<file path="src/rtl/mbinit_sb_arbiter_pkg.sv">
// ---------------------------------------------------------------------------
// mbinit_sb_arbiter_pkg
// Shared MBINIT definitions used by the sideband arbiter:
//   - mbinit_state_e          : arbiter FSM state encoding
//   - SB_MSG_Width            : default width of an encoded sideband message
//   - PARAM_configuration_*   : encoded MBINIT.PARAM sideband messages
// ---------------------------------------------------------------------------
package mbinit_sb_arbiter_pkg;

  localparam int SB_MSG_Width = 4;

  localparam logic [SB_MSG_Width-1:0] PARAM_configuration_req  = 4'b0001;
  localparam logic [SB_MSG_Width-1:0] PARAM_configuration_resp = 4'b0010;

  typedef enum logic [2:0] {
    IDLE      = 3'd0,
    ISSUE     = 3'd1,
    WAIT_BUSY = 3'd2,
    WAIT_DONE = 3'd3,
    GAP       = 3'd4
  } mbinit_state_e;

endpackage

</file>
<file path="src/rtl/mbinit_sb_rr_pick.sv">
// ---------------------------------------------------------------------------
// mbinit_sb_rr_pick
// Two-way round-robin selector between the TX and RX requesters. The
// pointer remembers which requester completed a transaction last; on a tie
// the other one wins. The pointer resets to "RX granted last" so TX wins
// the first tie.
// Ports:
//   i_clk, i_rst_n  : clock, async active-low reset
//   i_req_tx/rx     : requester valids
//   i_update        : load the pointer with i_granted_tx
//   i_granted_tx    : 1 when the completed grant belonged to TX
//   o_pick_tx/rx    : combinational one-hot (or zero) pick
// ---------------------------------------------------------------------------
module mbinit_sb_rr_pick (
  input  logic i_clk,
  input  logic i_rst_n,
  input  logic i_req_tx,
  input  logic i_req_rx,
  input  logic i_update,
  input  logic i_granted_tx,
  output logic o_pick_tx,
  output logic o_pick_rx
);

  logic last_tx_q;

  always_comb begin
    o_pick_tx = i_req_tx && (!i_req_rx || !last_tx_q);
    o_pick_rx = i_req_rx && (!i_req_tx ||  last_tx_q);
  end

  // NOTE: sequential state is written with non-blocking assignments so every
  // flop samples the pre-edge values regardless of statement order.
  always_ff @(posedge i_clk or negedge i_rst_n) begin
    if (!i_rst_n) begin
      last_tx_q <= 1'b0;
    end else if (i_update) begin
      last_tx_q <= i_granted_tx;
    end
  end

endmodule

</file>
<file path="src/rtl/mbinit_sb_arbiter.sv">
// ---------------------------------------------------------------------------
// mbinit_sb_arbiter
// Arbitrates the shared sideband serializer between the MBINIT TX and RX
// requesters. A winner's message is latched, issued with a one-cycle strobe,
// then the arbiter tracks the serializer busy level: rise (accepted) then
// fall (done). A missing rise within BUSY_TIMEOUT cycles aborts with a
// timeout pulse. A one-cycle GAP follows every transaction so a requester
// can drop its valid after its completion pulse.
// Every output is a flop loaded from the next-state logic.
// Ports:
//   i_clk, i_rst_n               : clock, async active-low reset
//   i_MBINIT_en                  : enable; 0 forces IDLE and clears outputs
//   i_tx_msg_valid/encoded_msg   : TX requester
//   i_rx_msg_valid/encoded_msg   : RX requester
//   i_sb_busy                    : serializer busy level
//   o_encoded_SB_msg, o_msg_valid: message + one-cycle issue strobe
//   o_tx_busy, o_rx_busy         : per-requester busy view
//   o_tx/rx_falling_edge_busy    : one-cycle completion pulses
//   o_timeout                    : one-cycle pulse when busy never rose
// BUSY_TIMEOUT must be at least 1.
// ---------------------------------------------------------------------------
module mbinit_sb_arbiter #(
  parameter int          SB_MSG_Width = mbinit_sb_arbiter_pkg::SB_MSG_Width,
  parameter int unsigned BUSY_TIMEOUT = 255
) (
  input  logic                    i_clk,
  input  logic                    i_rst_n,
  input  logic                    i_MBINIT_en,
  input  logic                    i_tx_msg_valid,
  input  logic [SB_MSG_Width-1:0] i_tx_encoded_msg,
  input  logic                    i_rx_msg_valid,
  input  logic [SB_MSG_Width-1:0] i_rx_encoded_msg,
  input  logic                    i_sb_busy,
  output logic [SB_MSG_Width-1:0] o_encoded_SB_msg,
  output logic                    o_msg_valid,
  output logic                    o_tx_busy,
  output logic                    o_rx_busy,
  output logic                    o_tx_falling_edge_busy,
  output logic                    o_rx_falling_edge_busy,
  output logic                    o_timeout
);

  import mbinit_sb_arbiter_pkg::*;

  localparam int CNT_W = (BUSY_TIMEOUT < 2) ? 1 : $clog2(BUSY_TIMEOUT + 1);
  // The counter holds the number of WAIT_BUSY cycles already spent minus
  // one, so the exit edge is the one that brings the elapsed count to
  // BUSY_TIMEOUT.
  localparam logic [CNT_W-1:0] CNT_LAST = CNT_W'(BUSY_TIMEOUT - 1);

  mbinit_state_e           state_q, state_d;
  logic [CNT_W-1:0]        cnt_q, cnt_d;
  logic                    gnt_tx_q, gnt_tx_d;
  logic [SB_MSG_Width-1:0] msg_q, msg_d;

  logic                    pick_tx, pick_rx;
  logic                    ptr_update;

  logic [SB_MSG_Width-1:0] enc_d;
  logic                    valid_d, tx_busy_d, rx_busy_d;
  logic                    tx_fall_d, rx_fall_d, timeout_d;
  logic                    holds_msg, tx_owns, rx_owns;

  mbinit_sb_rr_pick u_rr_pick (
    .i_clk        (i_clk),
    .i_rst_n      (i_rst_n),
    .i_req_tx     (i_tx_msg_valid),
    .i_req_rx     (i_rx_msg_valid),
    .i_update     (ptr_update),
    .i_granted_tx (gnt_tx_q),
    .o_pick_tx    (pick_tx),
    .o_pick_rx    (pick_rx)
  );

  // NOTE: every signal written in this block gets a default first, so no
  // path leaves a value unassigned and no latch is inferred.
  always_comb begin
    state_d    = state_q;
    cnt_d      = cnt_q;
    gnt_tx_d   = gnt_tx_q;
    msg_d      = msg_q;
    timeout_d  = 1'b0;
    tx_fall_d  = 1'b0;
    rx_fall_d  = 1'b0;
    ptr_update = 1'b0;

    if (!i_MBINIT_en) begin
      state_d = IDLE;
      cnt_d   = '0;
    end else begin
      case (state_q)
        IDLE: begin
          // Foreign traffic on the serializer blocks any new grant.
          if (!i_sb_busy && (pick_tx || pick_rx)) begin
            state_d  = ISSUE;
            gnt_tx_d = pick_tx;
            msg_d    = pick_tx ? i_tx_encoded_msg : i_rx_encoded_msg;
          end
        end
        ISSUE: begin
          state_d = WAIT_BUSY;
          cnt_d   = '0;
        end
        WAIT_BUSY: begin
          if (i_sb_busy) begin
            state_d = WAIT_DONE;
            cnt_d   = '0;
          end else if (cnt_q == CNT_LAST) begin
            state_d   = GAP;
            timeout_d = 1'b1;
            cnt_d     = '0;
          end else begin
            cnt_d = cnt_q + CNT_W'(1);
          end
        end
        WAIT_DONE: begin
          if (!i_sb_busy) begin
            state_d    = GAP;
            tx_fall_d  = gnt_tx_q;
            rx_fall_d  = !gnt_tx_q;
            ptr_update = 1'b1;
          end
        end
        GAP:     state_d = IDLE;
        default: state_d = IDLE;
      endcase
    end
  end

  // Output values are derived from the next state so that the registered
  // outputs line up with the state they describe.
  always_comb begin
    holds_msg = (state_d == ISSUE) || (state_d == WAIT_BUSY) ||
                (state_d == WAIT_DONE);
    tx_owns   = ((state_d == ISSUE) || (state_d == WAIT_BUSY)) && gnt_tx_d;
    rx_owns   = ((state_d == ISSUE) || (state_d == WAIT_BUSY)) && !gnt_tx_d;

    valid_d   = i_MBINIT_en && (state_d == ISSUE);
    enc_d     = (i_MBINIT_en && holds_msg) ? msg_d : '0;
    tx_busy_d = i_MBINIT_en && ((state_d != IDLE) || i_sb_busy) && !tx_owns;
    rx_busy_d = i_MBINIT_en && ((state_d != IDLE) || i_sb_busy) && !rx_owns;
  end

  always_ff @(posedge i_clk or negedge i_rst_n) begin
    if (!i_rst_n) begin
      state_q                <= IDLE;
      cnt_q                  <= '0;
      gnt_tx_q               <= 1'b0;
      msg_q                  <= '0;
      o_encoded_SB_msg       <= '0;
      o_msg_valid            <= 1'b0;
      o_tx_busy              <= 1'b1;
      o_rx_busy              <= 1'b1;
      o_tx_falling_edge_busy <= 1'b0;
      o_rx_falling_edge_busy <= 1'b0;
      o_timeout              <= 1'b0;
    end else begin
      state_q                <= state_d;
      cnt_q                  <= cnt_d;
      gnt_tx_q               <= gnt_tx_d;
      msg_q                  <= msg_d;
      o_encoded_SB_msg       <= enc_d;
      o_msg_valid            <= valid_d;
      o_tx_busy              <= tx_busy_d;
      o_rx_busy              <= rx_busy_d;
      o_tx_falling_edge_busy <= tx_fall_d;
      o_rx_falling_edge_busy <= rx_fall_d;
      o_timeout              <= timeout_d;
    end
  end

endmodule

</file>
<file path="config.mk">
export PLATFORM = sky130hd
export DESIGN_NAME = mbinit_sb_arbiter
export DESIGN_NICKNAME = d
export VERILOG_FILES = /design/src/rtl/mbinit_sb_arbiter_pkg.sv /design/src/rtl/mbinit_sb_rr_pick.sv /design/src/rtl/mbinit_sb_arbiter.sv
export SDC_FILE = /design/constraint.sdc
export NUM_CORES = 1
export LEC_CHECK = 0
export BUFFER_PORTS_ARGS = -buffer_cell sky130_fd_sc_hd__buf_2
export CORE_ASPECT_RATIO = 0.8
export CORE_MARGIN = 8
export CORE_UTILIZATION = 54
export CTS_CLUSTER_DIAMETER = 200
export DETAILED_ROUTE_END_ITERATION = 6
export HOLD_SLACK_MARGIN = 0.15
export PLACE_DENSITY = 0.79
export SYNTH_ARGS = -nofsm -noshare
export SYNTH_HDL_FRONTEND = slang
export SYNTH_HIERARCHICAL = 1
export SYNTH_SLANG_ARGS = --single-unit
</file>
<file path="constraint.sdc">
create_clock -name i_clk -period 1.9 [get_ports i_clk]
set_input_delay 0.38 -clock i_clk [delete_from_list [all_inputs] [get_ports i_clk]]
set_output_delay 0.38 -clock i_clk [all_outputs]
set_load 0.05 [all_outputs]
</file>
== After elaboration in Yosys (flattened, before gate mapping) ==
Index checks and enable logic that the tools add are counted.

* Add/sub/neg operators: 1
* Eq/ne operators: 8
* Mux-type cells: 31
* Reduce and logical (&&, ||, !) cells: 26

{| class="wikitable"
|+ Operator list
! operator !! number
|-
| $mux 8 || 3
|-
| $mux 4 || 5
|-
| $mux 1 || 16
|-
| $pmux 8 s2 || 1
|-
| $mux 3 || 5
|-
| $eq 3x2->1 const B || 4
|-
| $pmux 3 s4 || 1
|-
| $logic_and 1x1->1 || 10
|-
| $add 8x1->8 const B || 1
|-
| $eq 8x8->1 const B || 1
|-
| $logic_not 1->1 || 8
|-
| $eq 3x1->1 const B || 2
|-
| $logic_or 1x1->1 || 6
|-
| $logic_not 3->1 || 1
|-
| $ne 3x1->1 const B || 1
|-
| $reduce_bool 3->1 || 1
|}

* Register bits: 27
* Bits of input ports: 14
* Output and inout bits: 10
* Word-level logic and storage cells: 78

== Logic depth before layout (Yosys ltp) ==
Gate-level depths: netlist (run 1).

* Word-level depth: 13
* Depth in mapped cells: 7
* Mapped depth without buffers: 7

== Cells and area by module ==
The synthesis (run 1) kept the hierarchy.

{| class="wikitable"
|+ Modules (own cells, without submodules)
! module !! times used !! cells each !! area an instance (sq um) !! seq. area each (sq um)
|-
| mbinit_sb_arbiter || 1 || 122 || 1273.7 || 653.1
|-
| mbinit_sb_rr_pick || 1 || 6 || 52.6 || 25.0
|}

== Worst setup path after synthesis (run 1) ==
Ideal clock, no wire load.

* Path kind: input -> register
* Start point: in i_tx_msg_valid
* End point: reg o_tx_busy
* Library setup time: 0.077 ns
* Data arrival time: 1.526 ns
* Data required time: 1.823 ns
* Path slack: 0.297 ns
* Cell stages on the path: 7
* Buffers on the path: 1
* Cells stage by stage: a21boi_0 > buf_2 > nor2_1 > nor4_4 > mux2i_1 > inv_1 > a31oi_1

* Elaborated cells on any way between the ends: 21
* Those cells by class: eq/ne: 2; mux: 6; reduce/logical: 13

{| class="wikitable"
|+ RTL lines
! item !! line !! source
|-
| start, declared || mbinit_sb_arbiter.sv:29 || <nowiki>input logic i_tx_msg_valid,</nowiki>
|-
| $logic_not 1->1 || mbinit_sb_rr_pick.sv:29 || <nowiki>o_pick_rx = i_req_rx && (!i_req_tx || last_tx_q);</nowiki>
|-
| $logic_or 1x1->1 || mbinit_sb_rr_pick.sv:29 ||
|-
| $logic_and 1x1->1 || mbinit_sb_rr_pick.sv:29 ||
|-
| $logic_or 1x1->1 || mbinit_sb_arbiter.sv:94 || <nowiki>if (!i_sb_busy && (pick_tx || pick_rx)) begin</nowiki>
|-
| $logic_and 1x1->1 || mbinit_sb_arbiter.sv:94 ||
|-
| $mux 1 (*) || mbinit_sb_arbiter.sv:94 ||
|-
| $mux 1 (*) || mbinit_sb_arbiter.sv:91 || <nowiki>case (state_q)</nowiki>
|-
| $mux 1 (*) || mbinit_sb_arbiter.sv:87 || <nowiki>if (!i_MBINIT_en) begin</nowiki>
|-
| net gnt_tx_d || mbinit_sb_arbiter.sv:53 || <nowiki>logic gnt_tx_q, gnt_tx_d;</nowiki>
|-
| $logic_and 1x1->1 (*) || mbinit_sb_arbiter.sv:135 || <nowiki>tx_owns = ((state_d == ISSUE) || (state_d == WAIT_BUSY)) && gnt_tx_d;</nowiki>
|-
| $logic_not 1->1 (*) || mbinit_sb_arbiter.sv:140 || <nowiki>tx_busy_d = i_MBINIT_en && ((state_d != IDLE) || i_sb_busy) && !tx_owns;</nowiki>
|-
| $logic_and 1x1->1 (*) || mbinit_sb_arbiter.sv:140 ||
|-
| net tx_busy_d || mbinit_sb_arbiter.sv:60 || <nowiki>logic valid_d, tx_busy_d, rx_busy_d;</nowiki>
|-
| end signal, assigned || mbinit_sb_arbiter.sv:164 || <nowiki>o_tx_busy <= tx_busy_d;</nowiki>
|-
| end, declared || mbinit_sb_arbiter.sv:36 || <nowiki>output logic o_tx_busy,</nowiki>
|}

Mark *: on every way through the listed nets, which the timed path passes. The rest lies on a longest branch.
A chain may end at the register's enable or synchronous reset.

== Worst setup path in the final report (run 1) ==
* Start point: reg cnt_q[0]
* End point: reg cnt_q[1]

* Cells in the longest elaborated chain, start to end: 5
* Elaborated cells on any way between the ends: 6
* Those cells by class: add/sub: 1; eq/ne: 1; mux: 4

{| class="wikitable"
|+ Ends and longest elaborated chain
! item !! line !! source
|-
| start, declared || mbinit_sb_arbiter.sv:52 || <nowiki>logic [CNT_W-1:0] cnt_q, cnt_d;</nowiki>
|-
| start signal, assigned || mbinit_sb_arbiter.sv:159 || <nowiki>cnt_q <= cnt_d;</nowiki>
|-
| $add 8x1->8 / $eq 8x8->1 (equally long branches) || mbinit_sb_arbiter.sv:113, mbinit_sb_arbiter.sv:108 ||
|-
| $mux 8 (*) || mbinit_sb_arbiter.sv:108 || <nowiki>end else if (cnt_q == CNT_LAST) begin</nowiki>
|-
| $mux 8 (*) || mbinit_sb_arbiter.sv:105 || <nowiki>if (i_sb_busy) begin</nowiki>
|-
| $pmux 8 s2 (*) || mbinit_sb_arbiter.sv:91 ||
|-
| $mux 8 (*) || mbinit_sb_arbiter.sv:87 ||
|}

Mark *: on every way between the ends. The rest lies on a longest branch, timed or not.

==> results.txt, run 1 <==
----------------------------------------------------
[Setup path]
  Max FO, Critical Path ... 6
  Element type at the critical path start ... flop
  Number of buffers and inverters on the critical path ... 1
  Arr. time, crit path ... 1.99 ns
  Delay contributed by the slowest stage of the critical path ... 0.45 ns
  Slowest stage cell, crit path ... dfrtp_1
  Cell type group with the largest total delay on the critical path ... simple AND/OR/NAND/NOR gates
  Required time of the critical path ... 2.15 ns
  Critical Path End Type ... flop
  Crit path kind ... flop to flop
  Cell-by-cell listing of the critical path ... inv_1, ha_1, and3_1, and2_1, or3_2, o21ai_0

[Finish]
  Filler cell count ... between 150 and 200
  Area used by multi-input combinational logic ... 581.8 sq um
  Antenna diodes ... 0
  Layout cell share with drive strength beyond 1 ... between 20 and 25%
  Storage element area ... 678.2 sq um
  Total Nets Final ... ~170
  Area overhead of the layout relative to synthesis ... 12.64%
  Cell Count, Final, Fillers Out ... 181

[Routing]
  DRC violation count after routing ... 0
  Routed WL ... between 2000 and 2500 microns
  First DRT Iteration DRCs ... 47
  Routed wire per std cell ... 13.69 microns
  Number of routed nets with antenna violations ... 0
  Vias ... 1015
  DR pass1 iterations ... 4
  Average via count per standard cell ... ~5.6

[Clock network]
  Number of setup buffers added after CTS ... 0
  Total clock buffers created by CTS ... 3
  TritonCTS Sinks ... 27
  Clock-pin slew reported for the worst setup and hold paths after clock tree synthesis ... between 0.1 and 0.15 ns
  Cells resized by post-CTS repair ... 0
  TritonCTS clock tree ... done
  Clock latency on the worst-skew pair ... 0.32 ns
  Htree depth ... 1
  Root buf cell ... clkbuf_4
  Number of buffers between clock root and the deepest sink ... 2

[Yosys]
  Number of distinct standard cells referenced by the synthesized netlist ... 40
  Number of nets in the synthesized netlist ... about 140
  Post-synth top area share ... between 40% and 50%
  Top cells by instance count after synthesis ... dfrtp_1 (25), a21oi_1 (11), inv_1 (9), nand2_1 (9), o21ai_0 (8)
  Fraction of the yosys area taken by sequential cells ... roughly half
  Top post-synthesis cells by area ... dfrtp_1 (47%), mux2i_1 (4.5%), a21oi_1 (4.2%)
  Gate count after technology mapping ... around 130
  Synth area leader ... dfrtp_1
  Number of register bits inferred by synthesis ... 27
  Average footprint of a synthesized cell ... a little over 10 sq um
  Number of enable flip-flop cells after synthesis ... 0
  Most frequently used cell type in the post-synthesis netlist ... dfrtp_1
  Post-Synthesis Cell Area ... 1326 sq um
  Synth warn ... 6
  Main synth FF type ... dfrtp_1
  Proportion of register bits with asynchronous set or reset after synthesis ... 100.0%

[STA]
  Final critical delay including setup and external delays ... 1.740 ns
  Final Max Tran Viols ... 0
  Achievable clock frequency ... around 570 MHz
  Crit share post-route ... 91.60%
  Accumulated negative setup slack ... 0 ns
  Hold Vio Cnt, Final ... 0
  Slew HR ... between 60% and 70%
  Unrepaired setup endpoints after global routing ... no
  Slew of the pin with the lowest slew margin ... roughly 0.57 ns
  Post-route clock skew ... about 0.0072 ns
  Final Setup Violations ... 0
  Slack of the critical path ... roughly 0.16 ns

[Pwr]
  Clk pwr share ... roughly a fifth
  Leakage power of the design ... 0.7156 nW
  Share of power burned in registers ... 56.4%
  Portion of total power attributed to combinational logic ... a little under a quarter
  Switching power summed over all nets ... 0.0003765 W
  Power per cell area ... a little under 800 nW/um^2
  Cell-internal power ... ~0.00080 W
  Maximum vdd drop ... approximately 0.6 mV
  Switching portion of total power ... a little under a third

[Status]
  Run status ... completed

[Placed design]
  Cell count after placement ... around 180
  Worst setup slack after placement ... approximately 0.18 ns
  Quantity of I/O buffers inserted on ports ... 23
  Weighted congestion at the end of routability-driven global placement ... about 0.86
  Final HPWL from detailed placement ... slightly below 2000 microns

[Global routing]
  Antenna violations before repair ... 0
  Overflow after GRT ... 0
  Vias in the first global route ... 980
  Wire length of the first global-routing pass ... 4319 microns
  Largest net degree at the start of global routing ... 28
  Overall routing resource usage ... ~13%

[Min path]
  Class of the worst hold path ... input port to flop

[Floorplanning]
  Core Rows ... 16
  Horizontal die dimension ... just over 70 microns
  Initial core utilization ... between 50% and 60%
  Area inside the core boundary ... 2382 sq um
  Count of pins on the block boundary ... 24
  Total Die Area ... 4308 sq um
  Die height ... 60.33 microns

[Run]
  Max-capacitance violation count ... 0

----------------------------------------------------
## state kept, by name (all words and copies together), names as in the netlist
signal / cells
state_q: 3
o_rx_falling_edge_busy: 1
o_msg_valid: 1
cnt_q: 8
o_tx_busy: 1
o_encoded_SB_msg: 4
o_tx_falling_edge_busy: 1
u_rr_pick/last_tx_q: 1
o_timeout: 1
msg_q: 4
o_rx_busy: 1
gnt_tx_q: 1
## worst paths after layout
kind	end	cells after the start	slack (ns)	from
worst max-delay path	cnt_q[1]	6	0.16	cnt_q[0]
worst min-delay path	o_rx_busy	3	0.30	i_MBINIT_en
worst max register to register	cnt_q[1]	6	0.16	cnt_q[0]
worst min register to register	o_rx_falling_edge_busy	1	0.49	gnt_tx_q
max in group asynchronous	o_timeout	2	0.96	i_rst_n
min in group asynchronous	cnt_q[4]	2	0.57	i_rst_n
## routing by layer
layer,global-route usage [%],share of wire (%),vias to the layer above
li1,-,-,509
met2,20.23,45,21
met3,4.523,3.9,5
met5,0,0,-
met1,16.25,50,480
met4,3.540,0.93,0
## placed cells by master, fill, tap and decap left out, drive strengths merged, types with 3 or more instances in the layout
cell    instances
mux2i           6
inv             9
nand2           9
and2            3
dfrtp          25
clkbuf          4
o21ai           9
a21boi          3
or3             6
a21oi          11
a211oi          5
buf            25
nor2            8
## kinds of logic after synthesis
logic type	count (synthesis)	share of synthesized area (%)
simple gates	44	20.38
flops	27	51.13
fa+ha+maj	2	1.886
compound gates	34	15.75
xor+xnor	2	1.321
buf+inv	13	5.000
mux	6	4.528
## metrics by stage
stage	area, sq um	util (%)	hold slack (ns)	total power [W]
3_3_place_gp	1458	61.19	0.4105	0.0009452
5_1_grt	1494	62.71	0.2771	0.001247
2_1_floorplan	1326	-	0.08441	0.0008774
4_1_cts	1494	62.71	0.2839	0.001196
3_5_place_dp	1458	61.19	0.4142	0.0009538
6_report	1494	62.71	0.3027	0.001181
## what timing repair did
item	CTS	global route
endpoints found under the setup margin	0	0
hold buffers	1	0
endpoints found under the hold margin	25	0
## final cells by class
class                   instances  area share [%]
flip-flops and latches         27           45.39
clock buffers                   4           1.759
repair buffers                 26           9.380
inverters                       9           2.261
multi-input cells              88           38.94
well taps                      27           2.261
## power by group through the flow
stage	clock, W	sequential (W)	combinational [W]
6_report	0.000240	0.000666	0.000275
5_1_grt	0.000270	0.000674	0.000302
4_1_cts	0.000250	0.000668	0.000278
3_5_place_dp	0	0.000678	0.000275
3_3_place_gp	0	0.000676	0.000269
2_1_floorplan	0	0.000735	0.000142
## worst register-to-register path: cells and delay by family, from the launching register on
kind | cells | cell delay (ns)
flip-flops | 1 | 0.45
adder cells (fa/ha/maj) | 1 | 0.20
AND/OR/NAND/NOR | 3 | 0.81
AO/OA/AOI/OAI | 1 | 0.16
buffers and inverters | 1 | 0.06
No activity file was read; power rests on OpenSTA's default activity.
==> run 2, diff against run 1 <==
--- a/config.mk
+++ b/config.mk
@@ -15,5 +15,4 @@
 export PLACE_DENSITY = 0.79
 export SYNTH_ARGS = -nofsm -noshare
 export SYNTH_HDL_FRONTEND = slang
-export SYNTH_HIERARCHICAL = 1
 export SYNTH_SLANG_ARGS = --single-unit
==> results.txt, run 2 <==
----------------------------------------------------
[Global routing]
  Largest net degree at the start of global routing ... 28 (unchanged)
  Vias in the first global route ... 945 (-3.6%)
  Overall routing resource usage ... 13.07% (+0.25 points)
  Antenna violations before repair ... 0 (unchanged)
  Overflow after GRT ... 0 (unchanged)
  Wire length of the first global-routing pass ... 4450 microns (+3.0%)

[Yosys]
  Post-Synthesis Cell Area ... 1328 sq um (about the same)
  Top post-synthesis cells by area ... dfrtp_1 (47%), dfstp_2 (4.0%), a211oi_2 (3.8%)
  Fraction of the yosys area taken by sequential cells ... 51.08% (about the same)
  Synth warn ... 0 (-6)
  Main synth FF type ... dfrtp_1
  Gate count after technology mapping ... 119 (-7.0%)
  Number of distinct standard cells referenced by the synthesized netlist ... 46 (+15%)
  Synth area leader ... dfrtp_1
  Number of register bits inferred by synthesis ... 27 (unchanged)
  Proportion of register bits with asynchronous set or reset after synthesis ... 100.0% (unchanged)
  Top cells by instance count after synthesis ... dfrtp_1 (25), nor2_1 (12), a21oi_1 (9)
  Number of nets in the synthesized netlist ... 135 (-6.3%)
  Number of enable flip-flop cells after synthesis ... 0 (unchanged)
  Most frequently used cell type in the post-synthesis netlist ... dfrtp_1
  Post-synth top area share ... 47.13% (about the same)
  Average footprint of a synthesized cell ... 11.16 sq um (+7.7%)

[Clock network]
  TritonCTS clock tree ... done
  Clock-pin slew reported for the worst setup and hold paths after clock tree synthesis ... 0.13 ns (about the same)
  Total clock buffers created by CTS ... 3 (unchanged)
  Root buf cell ... clkbuf_4
  TritonCTS Sinks ... 27 (unchanged)
  Number of buffers between clock root and the deepest sink ... 2 (unchanged)
  Clock latency on the worst-skew pair ... 0.32 ns (about the same)
  Htree depth ... 1 (unchanged)

[Routing]
  Routed wire per std cell ... 16.19 microns (+18%)
  Number of routed nets with antenna violations ... 0 (unchanged)
  Routed WL ... 2752 microns (+11%)
  First DRT Iteration DRCs ... 49 (+4.3%)
  Average via count per standard cell ... 5.794 (+3.3%)
  DRC violation count after routing ... 0 (unchanged)
  Vias ... 985 (-3.0%)
  DR pass1 iterations ... 6 (+2)

[Placed design]
  Quantity of I/O buffers inserted on ports ... 23 (unchanged)
  Cell count after placement ... 165 (-6.3%)
  Weighted congestion at the end of routability-driven global placement ... 0.8226 (-4.7%)
  Final HPWL from detailed placement ... 2055 microns (+5.8%)

[Pwr]
  Power Total ... 0.001183 W (+0.17%)
  Maximum vdd drop ... 0.5264 mV (-9.7%)
  Leakage power of the design ... 0.7038 nW (-1.6%)
  Power per cell area ... 787.5 nW/um^2 (-0.41%)

[STA]
  Unrepaired setup endpoints after global routing ... yes
  Crit share post-route ... 94.10% (+2.5 points)
  Post-route clock skew ... 0.004265 ns (-0.002897 ns)
  Final critical delay including setup and external delays ... 1.788 ns (+0.04739 ns)
  Slew HR ... 61.27% (-0.95 points)
  Slew of the pin with the lowest slew margin ... 0.5809 ns (+0.01418 ns)
  Final Max Tran Viols ... 0 (unchanged)
  Hold Vio Cnt, Final ... 0 (unchanged)
  Final Setup Violations ... 0 (unchanged)
  Worst hold-check slack ... 0.3550 ns (+0.05229 ns)
  Achievable clock frequency ... 559.3 MHz (-2.7%)

[Setup path]
  Element type at the critical path start ... flop
  Crit path kind ... flop to flop
  Critical Path End Type ... flop
  Arr. time, crit path ... 2.01 ns (+0.02 ns)
  Max FO, Critical Path ... 13 (+7)
  Required time of the critical path ... 2.12 ns (-0.03 ns)

[Finish]
  Max FFs per register ... 8 (unchanged)
  Area overhead of the layout relative to synthesis ... 13.20%
  Largest registers ... cnt_q: 8 flops, msg_q: 4 flops, o_encoded_SB_msg: 4 flops
  Cell Count, Final, Fillers Out ... 170 (-6.1%)
  Most frequent standard cell in the layout excluding fill and tap cells ... dfrtp_1
  Layout cell share with drive strength beyond 1 ... 29.37% (+5.3 points)
  Commonest non-fill, non-tap cells in the layout ... dfrtp_1 (25), buf_2 (23), nor2_1 (12)
  Antenna diodes ... 0 (unchanged)
  Register containing the most flip-flops in the final layout ... cnt_q
  Total Nets Final ... 160 (-6.4%)

[Floorplanning]
  Horizontal die dimension ... 71.44 microns (about the same)
  Count of pins on the block boundary ... 24 (unchanged)
  Initial core utilization ... 55.72% (about the same)
  Die height ... 60.35 microns (about the same)
  Total Die Area ... 4311 sq um (about the same)
  Area inside the core boundary ... 2382 sq um (unchanged)
  Core Rows ... 16 (unchanged)

[Status]
  Run status ... completed

[Min path]
  Class of the worst hold path ... input port to flop

[Run]
  Max-capacitance violation count ... 0 (unchanged)

----------------------------------------------------
run 2: final cells by class:
type | count | area, sq um
Fill cell | 215 | 879.6
Sequential cell | 27 | 678.2
Multi-Input combinational cell | 81 | 605.6
Timing Repair Buffer | 26 | 140.1
Tap cell | 27 | 33.78
Clock buffer | 4 | 26.28
Inverter | 5 | 18.77
run 2: critical path: stages, from the launching register on:
cell     delay (ns)
dfrtp_1        0.47
inv_1          0.09
ha_1           0.14
nand4_1        0.21
o211a_4        0.36
and3_1         0.18
a221o_1        0.25
run 2: cells by family after synthesis:
logic type	count (synthesis)	synth area share, %
AOI/OAI and AO/OA	34	19.89
xor gates and xnor gates	1	0.6599
adders and majority gates	2	1.885
buffers and inverters	11	4.523
DFF	27	51.08
muxes	6	4.713
and+or+nand+nor	38	17.25
run 2: final timing paths:
| path | startpoint | endpoint | slack (ns) | cells after the start |
|---|---|---|---|---|
| setup / recovery | cnt_q[0] | cnt_q[5] | 0.11 | 6 |
| hold / removal | i_MBINIT_en | o_rx_busy | 0.36 | 3 |
| setup reg to reg | cnt_q[0] | cnt_q[5] | 0.11 | 6 |
| hold reg to reg | cnt_q[7] | cnt_q[7] | 0.50 | 1 |
| max in group asynchronous | i_rst_n | cnt_q[0] | 0.94 | 2 |
| min in group asynchronous | i_rst_n | o_tx_falling_edge_busy | 0.58 | 2 |
run 2: where the power goes:
part / switching [W] / internal (W)
registers: 0.0000323 / 0.000632
logic: 0.000186 / 0.0000943
clock network: 0.000156 / 0.0000822
total: 0.000375 / 0.000808
run 2: metal layers:
metal / vias to the layer above / GRT usage (%) / share of wire, %
li1: 486 / - / -
met1: 472 / 16.67 / 45
met2: 27 / 20.63 / 48
met3: 0 / 5.446 / 6.7
met4: 0 / 2.065 / 0
met5: - / 0 / 0
run 2: timing repair:
| item | in CTS | in global routing |
|---|---|---|
| endpoints found under the setup margin | 0 | 3 |
| endpoints found under the hold margin | 25 | 0 |
| buffers inserted | 0 | 0 |
| hold buffers | 1 | 0 |
| resized for setup | 0 | 3 |
run 2: stage by stage:
stage | worst slack, ns | area, sq um | utilization (%) | setup TNS [ns]
2_1_floorplan | 0.3141 | 1328 | - | 0
3_3_place_gp | 0.1785 | 1450 | 60.87 | 0
3_5_place_dp | 0.04875 | 1450 | 60.87 | 0
4_1_cts | 0.07093 | 1486 | 62.40 | 0
5_1_grt | -0.03893 | 1503 | 63.08 | -0.04397
6_report | 0.1122 | 1503 | 63.08 | 0
==> run 3, diff against run 2 <==
--- a/config.mk
+++ b/config.mk
@@ -5,6 +5,7 @@
 export SDC_FILE = /design/constraint.sdc
 export NUM_CORES = 1
 export LEC_CHECK = 0
+export ABC_AREA = 1
 export BUFFER_PORTS_ARGS = -buffer_cell sky130_fd_sc_hd__buf_2
 export CORE_ASPECT_RATIO = 0.8
 export CORE_MARGIN = 8
==> results.txt, run 3 <==
----------------------------------------------------
[Yosys]
  Post-Synthesis Cell Area ... 1321 sq um (-0.47%)
  Synth warn ... 0 (unchanged)
  Synth area leader ... dfrtp_1
  Top cells by instance count after synthesis ... nand2_1 (28), dfrtp_1 (25), inv_1 (25)
  Fraction of the yosys area taken by sequential cells ... 51.33% (+0.24 points)
  Proportion of register bits with asynchronous set or reset after synthesis ... 100.0% (unchanged)
  Main synth FF type ... dfrtp_1
  Number of register bits inferred by synthesis ... 27 (unchanged)
  Most frequently used cell type in the post-synthesis netlist ... nand2_1
  Number of enable flip-flop cells after synthesis ... 0 (unchanged)
  Top post-synthesis cells by area ... dfrtp_1 (47%), nand2_1 (8.0%), inv_1 (7.1%)
  Post-synth top area share ... 47.35% (+0.22 points)
  Average footprint of a synthesized cell ... 8.580 sq um (-23%)
  Gate count after technology mapping ... 154 (+29%)
  Number of distinct standard cells referenced by the synthesized netlist ... 25 (-46%)
  Number of nets in the synthesized netlist ... 170 (+26%)

[Setup path]
  Number of buffers and inverters on the critical path ... 2 (+1)
  Required time of the critical path ... 2.12 ns (about the same)
  Critical Path End Type ... flop
  Max FO, Critical Path ... 5 (-8)
  Delay contributed by the slowest stage of the critical path ... 0.44 ns (-0.03 ns)
  Element type at the critical path start ... flop
  Slowest stage cell, crit path ... dfrtp_1
  Arr. time, crit path ... 1.79 ns (-0.22 ns)
  Cell type group with the largest total delay on the critical path ... simple AND/OR/NAND/NOR gates
  Most common cell on crit path ... nand2_1
  Crit path kind ... flop to flop
  Cell-by-cell listing of the critical path ... inv_1, ha_1, inv_1, nor2_1, nand3_1, nand2_1, nand2_1, nand2_1, nand2_1, and2_1

[Clock network]
  Number of setup buffers added after CTS ... 0 (unchanged)
  Total clock buffers created by CTS ... 3 (unchanged)
  Number of buffers between clock root and the deepest sink ... 2 (unchanged)
  Clock latency on the worst-skew pair ... 0.34 ns (+0.02 ns)
  TritonCTS clock tree ... done
  Htree depth ... 1 (unchanged)
  TritonCTS Sinks ... 27 (unchanged)
  Clock-pin slew reported for the worst setup and hold paths after clock tree synthesis ... 0.15 ns (+0.02 ns)
  Root buf cell ... clkbuf_4

[Finish]
  Largest registers ... cnt_q: 8 flops, msg_q: 4 flops, o_encoded_SB_msg: 4 flops
  Layout cell share with drive strength beyond 1 ... 24.86% (-4.5 points)
  Total Nets Final ... 198 (+24%)
  Max FFs per register ... 8 (unchanged)
  Antenna diodes ... 0 (unchanged)
  Cell Count, Final, Fillers Out ... 208 (+22%)
  Register containing the most flip-flops in the final layout ... cnt_q
  Filler cell count ... 204 (-5.1%)
  Commonest non-fill, non-tap cells in the layout ... nand2_1 (28), inv_1 (25), dfrtp_1 (25)
  Most frequent standard cell in the layout excluding fill and tap cells ... nand2_1
  Area overhead of the layout relative to synthesis ... 13.26% (about the same)

[Routing]
  First DRT Iteration DRCs ... 20 (-59%)
  Vias ... 1024 (+4.0%)
  DRC violation count after routing ... 0 (unchanged)
  Number of routed nets with antenna violations ... 0 (unchanged)
  Routed wire per std cell ... 11.64 microns (-28%)
  Average via count per standard cell ... 4.923 (-15%)
  Routed WL ... 2422 microns (-12%)
  DR pass1 iterations ... 4 (-2)

[Global routing]
  Overall routing resource usage ... 12.38% (-0.69 points)
  Overflow after GRT ... 0 (unchanged)
  Antenna violations before repair ... 0 (unchanged)
  Largest net degree at the start of global routing ... 28 (unchanged)
  Vias in the first global route ... 983 (+4.0%)
  Wire length of the first global-routing pass ... 4133 microns (-7.1%)

[Floorplanning]
  Count of pins on the block boundary ... 24 (unchanged)
  Die height ... 60.24 microns (-0.17%)
  Initial core utilization ... 55.46% (-0.26 points)
  Total Die Area ... 4295 sq um (-0.36%)
  Horizontal die dimension ... 71.31 microns (-0.18%)
  Core Rows ... 16 (unchanged)
  Area inside the core boundary ... 2382 sq um (unchanged)

[STA]
  Final critical delay including setup and external delays ... 1.563 ns (-0.2251 ns)
  Final Max Tran Viols ... 0 (unchanged)
  Post-route clock skew ... 0.01948 ns (+0.01522 ns)
  Slew HR ... 61.10% (-0.17 points)
  Hold Vio Cnt, Final ... 0 (unchanged)
  Crit share post-route ... 82.25% (-12 points)
  Achievable clock frequency ... 639.9 MHz (+14%)
  Unrepaired setup endpoints after global routing ... no
  Slew of the pin with the lowest slew margin ... 0.5835 ns (+0.002581 ns)
  Final Setup Violations ... 0 (unchanged)
  Accumulated negative setup slack ... 0 ns (unchanged)

[Placed design]
  Cell count after placement ... 203 (+23%)
  Final HPWL from detailed placement ... 1898 microns (-7.6%)
  Quantity of I/O buffers inserted on ports ... 23 (unchanged)
  Weighted congestion at the end of routability-driven global placement ... 0.9593 (+17%)

[Run]
  Max-capacitance violation count ... 0 (unchanged)

[Min path]
  Class of the worst hold path ... input port to flop

[Pwr]
  Power per cell area ... 790.0 nW/um^2 (+0.31%)
  Leakage power of the design ... 0.8126 nW (+15%)
  Maximum vdd drop ... 0.5034 mV (-4.4%)

[Status]
  Run status ... completed

----------------------------------------------------
## run 3: changes by cell type in the layout (fill, tap and decap cells not counted), moves of 4 or more
cell and delta:
and2_1 +4, o21ai_2 +4, o21ai_0 +9, a211oi_2 -4
mux2i_1 -4, nand2_1 +23, inv_1 +20
## run 3: report_power, final
part	leakage (nW)	switching (W)	internal, W
Combinational	0.445	0.000194	0.0000834
Clock	0.0177	0.000165	0.0000792
Sequential	0.350	0.0000255	0.000636
## run 3: cell families after synthesis
| logic type | after synthesis | share of synthesized area [%] |
|---|---|---|
| XOR/XNOR | 2 | 1.326 |
| AO/OA/AOI/OAI | 28 | 12.69 |
| adder cells (fa/ha/maj) | 2 | 1.894 |
| buffers and inverters | 28 | 8.523 |
| AND/OR/NAND/NOR | 67 | 24.24 |
| flip-flops | 27 | 51.33 |
## run 3: final cells by class
cell class	instances	area (sq um)	share of cell area [%]
sequential	27	678.2	45.32
multi-input combinational	99	530.5	35.45
timing repair buffer	24	125.1	8.361
inverter	27	101.3	6.773
tap	27	33.78	2.258
clock buffer	3	22.52	1.505
clock inverter	1	5.005	0.3344
## run 3: routing by layer
layer  GRT usage, %  vias up  share of wire [%]
met5              0        -                  0
met4          4.425        0                1.0
met3          4.690        4                5.3
met2          20.23       21                 45
met1          14.54      458                 49
li1               -      541                  -
## run 3: path summary, 6_finish.rpt
check | start | endpoint | slack (ns) | cells after the start
setup / recovery | cnt_q[0] | o_encoded_SB_msg[2] | 0.34 | 10
hold / removal | i_MBINIT_en | o_rx_busy | 0.30 | 3
setup reg to reg | cnt_q[0] | o_encoded_SB_msg[2] | 0.34 | 10
hold reg to reg | gnt_tx_q | o_rx_falling_edge_busy | 0.46 | 1
max in group asynchronous | i_rst_n | msg_q[2] | 0.95 | 2
min in group asynchronous | i_rst_n | cnt_q[3] | 0.56 | 2
## run 3: timing repair
| action | in CTS | in global routing |
|---|---|---|
| hold buffers | 1 | 0 |
| hold endpoints to repair | 25 | 0 |
| resized for setup | 0 | 0 |
## run 3: tightest hold or removal path: stages
cell	delay, ns
buf_2	0.13
nand2_1	0.09
nor2_1	0.05
## run 3: metrics by stage
step / power (W) / util, % / cell area [sq um] / hold WS, ns / setup WS [ns]
floorplan: 0.0008736 / - / 1321 / 0.08441 / 0.5715
global placement: 0.0009434 / 61.24 / 1459 / 0.4054 / 0.3870
detailed placement: 0.0009523 / 61.24 / 1459 / 0.4149 / 0.3065
CTS: 0.001200 / 62.82 / 1496 / 0.2906 / 0.3418
global route: 0.001256 / 62.82 / 1496 / 0.3142 / 0.2019
finish: 0.001182 / 62.82 / 1496 / 0.2956 / 0.3372
